--- src/rtl/regfile_scan_pkg.sv ---
// Shared definitions for the register file scan sequencer: sizes, command encodings and state enum.
package regfile_scan_pkg;

  localparam int NUM_REGS = 32;
  localparam int ADDR_W   = $clog2(NUM_REGS);
  localparam int DATA_W   = 32;
  localparam logic [ADDR_W-1:0] LAST_REG = ADDR_W'(NUM_REGS - 1);

  localparam logic [1:0] OP_DUMP  = 2'b00;
  localparam logic [1:0] OP_CLEAR = 2'b01;
  localparam logic [1:0] OP_FILL  = 2'b10;
  localparam logic [1:0] OP_RSVD  = 2'b11;

  typedef enum logic [2:0] {
    IDLE,
    RD,
    HOLD,
    WR,
    FIN
  } state_t;

  // FILL pattern: seed plus the zero-extended register index, wrapping mod 2^DATA_W.
  function automatic logic [DATA_W-1:0] fillWord(input logic [DATA_W-1:0] seed,
                                                 input logic [ADDR_W-1:0] idx);
    return seed + DATA_W'(idx);
  endfunction

endpackage

--- src/rtl/regfile_scan.sv ---
// Register file scan sequencer: CLEAR/FILL write r1..r31 one per cycle; DUMP streams r0..r31, one word per 2 cycles.
// Dump words hold stable while out_ready is low; commands are accepted only in IDLE and never queued.
module regfile_scan
  import regfile_scan_pkg::*;
(
  input  logic              clock_in,
  input  logic              reset_n,
  input  logic              cmd_valid,
  output logic              cmd_ready,
  input  logic [1:0]        cmd_op,
  input  logic [DATA_W-1:0] cmd_seed,
  output logic [ADDR_W-1:0] rf_readReg,
  input  logic [DATA_W-1:0] rf_readData,
  output logic [ADDR_W-1:0] rf_writeReg,
  output logic [DATA_W-1:0] rf_writeData,
  output logic              rf_regWrite,
  output logic              out_valid,
  input  logic              out_ready,
  output logic [ADDR_W-1:0] out_addr,
  output logic [DATA_W-1:0] out_data,
  output logic              out_last,
  output logic              busy,
  output logic              done
);

  state_t            state;
  logic [ADDR_W-1:0] addrCnt;
  logic [1:0]        opReg;
  logic [DATA_W-1:0] seedReg;

  always_ff @(posedge clock_in or negedge reset_n) begin
    if (!reset_n) begin
      state     <= IDLE;
      addrCnt   <= '0;
      opReg     <= OP_DUMP;
      seedReg   <= '0;
      out_valid <= 1'b0;
      out_addr  <= '0;
      out_data  <= '0;
      out_last  <= 1'b0;
      busy      <= 1'b0;
      done      <= 1'b0;
    end else begin
      done <= 1'b0;
      case (state)
        IDLE: begin
          if (cmd_valid) begin
            opReg   <= cmd_op;
            seedReg <= cmd_seed;
            busy    <= 1'b1;
            case (cmd_op)
              OP_DUMP: begin
                addrCnt <= '0;
                state   <= RD;
              end
              OP_CLEAR, OP_FILL: begin
                addrCnt <= ADDR_W'(1);
                state   <= WR;
              end
              default: begin
                // Reserved op completes with no register traffic.
                state <= FIN;
                done  <= 1'b1;
              end
            endcase
          end
        end
        RD: begin
          out_data  <= rf_readData;
          out_addr  <= addrCnt;
          out_last  <= (addrCnt == LAST_REG);
          out_valid <= 1'b1;
          state     <= HOLD;
        end
        HOLD: begin
          if (out_ready) begin
            out_valid <= 1'b0;
            if (out_last) begin
              state <= FIN;
              done  <= 1'b1;
            end else begin
              addrCnt <= addrCnt + ADDR_W'(1);
              state   <= RD;
            end
          end
        end
        WR: begin
          if (addrCnt == LAST_REG) begin
            state <= FIN;
            done  <= 1'b1;
          end else begin
            addrCnt <= addrCnt + ADDR_W'(1);
          end
        end
        FIN: begin
          busy  <= 1'b0;
          state <= IDLE;
        end
        default: state <= IDLE;
      endcase
    end
  end

  // Register-file side decodes straight from state so an async reset kills writes immediately.
  assign cmd_ready    = reset_n && (state == IDLE);
  assign rf_readReg   = (state == RD) ? addrCnt : '0;
  assign rf_regWrite  = (state == WR);
  assign rf_writeReg  = rf_regWrite ? addrCnt : '0;
  assign rf_writeData = (rf_regWrite && opReg == OP_FILL) ? fillWord(seedReg, addrCnt) : '0;

endmodule

--- config.mk ---
export PLATFORM = sky130hd
export DESIGN_NAME = regfile_scan
export DESIGN_NICKNAME = d
export VERILOG_FILES = /design/src/rtl/regfile_scan_pkg.sv /design/src/rtl/regfile_scan.sv
export SDC_FILE = /design/constraint.sdc
export NUM_CORES = 1
export LEC_CHECK = 0
export ABC_AREA = 1
export BUFFER_PORTS_ARGS = -buffer_cell sky130_fd_sc_hd__buf_4
export CAP_MARGIN = 20
export CORE_MARGIN = 10
export CORE_UTILIZATION = 35
export DETAILED_ROUTE_END_ITERATION = 8
export GPL_TIMING_DRIVEN = 0
export PLACE_DENSITY = 0.63
export SLEW_MARGIN = 10
export SYNTH_ARGS = -nofsm -noshare
export SYNTH_HDL_FRONTEND = slang
export SYNTH_SLANG_ARGS = --single-unit
--- constraint.sdc ---
create_clock -name clock_in -period 2.8 [get_ports clock_in]
set_input_delay 0.7 -clock clock_in [delete_from_list [all_inputs] [get_ports clock_in]]
set_output_delay 0.7 -clock clock_in [all_outputs]
set_load 0.02 [all_outputs]
==> impl_metrics.json <==
{
  "status": "complete, but fails checks",
  "violations": "negative setup slack",
  "p_per_area_mw_per_mm2": 1040,
  "fp.dieW_um": 136,
  "core_mm2": 0.0132,
  "syn-cell-area_mm2": 0.00472,
  "cpPeakStageDelay_ns": 0.37,
  "synth_seq_cells": 83,
  "hold_viol": 0,
  "crit_family": "simple AND/OR/NAND/NOR gates",
  "fill_cells": 1296,
  "critPathSlowestCell": "dfrtp_2",
  "worstReg2RegEnd": "addrCnt[4]",
  "antenna_cells": 0,
  "syn_inst": 627,
  "dr.pass1.iters": 5,
  "tns_ns": -0.704,
  "r2r_setup_slack_ns": 0.95,
  "place_congestion": 0.911,
  "port_buffers": 154,
  "grt_max_degree": 85,
  "crit_top_cell": "inv_2",
  "clock_skew_ns": 0.00579,
  "yosys_warnings": 0,
  "start_util_pct": 35.7,
  "place_inst": 957,
  "tightestPinTransition_ns": 0.521,
  "h-tree-depth": 3,
  "max_freq_mhz": 344,
  "max_slew_margin_pct": 65.2,
  "num_vias": 4819,
  "critPathKind": "flip-flop to output pin",
  "hp-class": "primary input to async pin",
  "fin_ws_ns": -0.103,
  "tritoncts": "yes",
  "synth_area_per_cell_um2": 7.53,
  "grt_pass1_wl_mm": 24.4,
  "drt-wirelength-per-cell_um": 16.0,
  "yosysSeqAreaShare_pct": 44.0,
  "die_height_um": 136,
  "fp-row-count": 42,
  "finalNonFillerCells": 1001,
  "cts-buffers-inserted": 9,
  "cts_root_buf": "clkbuf_16",
  "vias_per_cell": 4.81,
  "antenna_found_initial": 0,
  "nets": 900,
  "die_area_mm2": 0.0185,
  "fin_crit_ns": 2.90,
  "grt_pass1_vias": 4803,
  "setup_viol_count_final": 11,
  "mostFrequentLayoutCells": "nand2_1, buf_4, nor2_1, dfrtp_1, inv_1",
  "min_period_over_period_pct": 104,
  "ir_drop_mv": 0.564,
  "synth_simple_gate_area_share_pct": 33.1,
  "drive_gt1_share_pct": 34.9,
  "syn_nets": 707,
  "clk_pin_slew_ns": 0.06,
  "drc": 0,
  "synth_compound_area_share_pct": 6.36,
  "p_total_w": 0.00719,
  "synth_top_family_by_area": "simple AND/OR/NAND/NOR gates",
  "maxCapViolations": 0,
  "start_kind": "flip-flop",
  "grt_use_total_pct": 16.7,
  "fin_util_pct": 52.1,
  "final_common_cell": "nand2_1",
  "required_ns": 2.10,
  "pre_cts_ws_ns": -0.113,
  "postRouteWirelength_mm": 16.0,
  "synth_xor_area_share_pct": 0.742,
  "clock-sinks": 83,
  "critPathMaxFanout": 4,
  "syn2layout_area_growth_pct": 46.2,
  "route.antenna.remaining_nets": 0,
  "dp_hpwl_mm": 11.9,
  "hold_buffers": 0,
  "grt-ovfl-total": 0,
  "p_leak_nw": 3.63,
  "insertion_delay_ns": 0.35,
  "synth.mux.area_fraction_pct": 5.96,
  "drtIter0Drc": 360,
  "rr_worst_depth": 12,
  "io_pins": 155,
  "rsz0062_at_grt": "yes",
  "path_buf_inv": 3,
  "r2r-start": "addrCnt[1]",
  "synth_fa_ha_area_share_pct": 2.81,
  "crit_chain": "ha_2 > inv_2 > fa_2 > inv_2 > nand3_2 > nand3_4 > nand2_1 > nand2_2 > a21oi_1 > nor2_1 > buf_4",
  "arrival_ns": 2.20,
  "drv_slew": 0,
  "cts_buffer_depth": 2,
  "end_kind": "output pin",
  "synth_cell_types": 32
}
==> stage by stage <==
stage          area (um2)  hold WS (ns)
3_3_place_gp         6100         0.456
3_5_place_dp         6100         0.459
5_1_grt              6900         0.326
6_report             6900         0.302
2_1_floorplan        4720         0.404
4_1_cts              6590         0.476
==> worst register-to-register path, delay by kind of cell, from the launching register on <==
family	cells	cell delay (ns)
adder cells (fa/ha/maj)	2	0.40
flip-flops	1	0.39
AND/OR/NAND/NOR	8	0.69
buffers and inverters	2	0.26
==> layout make-up <==
cell class / instances / area [um2] / share of cell area, %
Buffer: 16 / 111 / 1.61
Inverter: 59 / 221 / 3.21
Multi-Input combinational cell: 469 / 2530 / 36.7
Sequential cell: 83 / 2080 / 30.2
Timing Repair Buffer: 182 / 1410 / 20.4
Clock buffer: 9 / 225 / 3.26
Tap cell: 176 / 220 / 3.19
Clock inverter: 7 / 100 / 1.45
==> where the power goes <==
group | total (W) | switching (W) | internal, W
Combinational | 0.00362 | 0.00211 | 0.00150
Sequential | 0.00225 | 0.000505 | 0.00175
Clock | 0.00132 | 0.000530 | 0.000788
==> layer usage <==
metal  up-vias  GRT usage, %  routed length, um  part of all wire [%]
li1       2354             -                  -                     -
met1      2230          19.0               6470                    40
met2       216          27.0               7370                    46
met3        19          8.45               1930                    12
met4         0          5.15                240                   1.5
met5         -             0                  0                     0
==> synthesized netlist by cell type <==
cell	n	area (um2)
nand2_1	225	845
nor2_1	97	364
dfrtp_1	83	2080
inv_1	54	203
a21oi_1	31	155
nand3_1	30	150
o21ai_0	23	115
mux2_4	18	270
ha_1	9	113
buf_2	8	40.0
buf_6	5	56.3
inv_2	5	18.8
nand3b_1	4	30.0
nand4_1	4	25.0
nor3_1	4	20.0
xor2_1	4	35.0
nand2_2	3	18.8
and2_1	2	12.5
clkbuf_1	2	7.51
nor3_4	2	32.5
nor3b_1	2	15.0
o21ai_2	2	17.5
a31oi_1	1	6.26
buf_4	1	7.51
fa_1	1	20.0
mux2_2	1	11.3
nand3_2	1	10.0
nand3_4	1	17.5
nor2_2	1	6.26
nor2_4	1	11.3
o22ai_1	1	6.26
or2_1	1	6.26
==> logic make-up after synthesis <==
group	after synthesis
adder cells (fa/ha/maj)	10
flip-flops	83
multiplexers	19
buffers and inverters	75
AND/OR/NAND/NOR	378
XOR/XNOR	4
AO/OA/AOI/OAI	58
==> registers in the layout, indices dropped and copies added, names as in the netlist <==
| register | cells |
|---|---|
| out_data | 32 |
| seedReg | 32 |
| addrCnt | 5 |
| out_addr | 5 |
| state | 3 |
| opReg | 2 |
| busy | 1 |
| done | 1 |
| out_last | 1 |
| out_valid | 1 |
==> worst max path at each step <==
stage	cells past startpoint	slack [ns]	to	start
2_1_floorplan	10	0.21	rf_writeData[8]	addrCnt[0]
3_3_place_gp	13	-0.05	rf_writeData[24]	addrCnt[0]
3_5_place_dp	13	-0.11	rf_writeData[24]	addrCnt[0]
4_1_cts	13	-0.05	rf_writeData[24]	addrCnt[0]
5_1_grt	8	-0.23	rf_writeData[6]	addrCnt[4]
6_report	11	-0.10	rf_writeData[28]	addrCnt[0]
==> timing repair <==
item                                    in CTS  in global routing
pin swaps                                    4                 22
gates resized for setup                     25                 40
buffers inserted                             7                 20
endpoints found under the setup margin      28                 30
(Power assumes the default switching activity.)
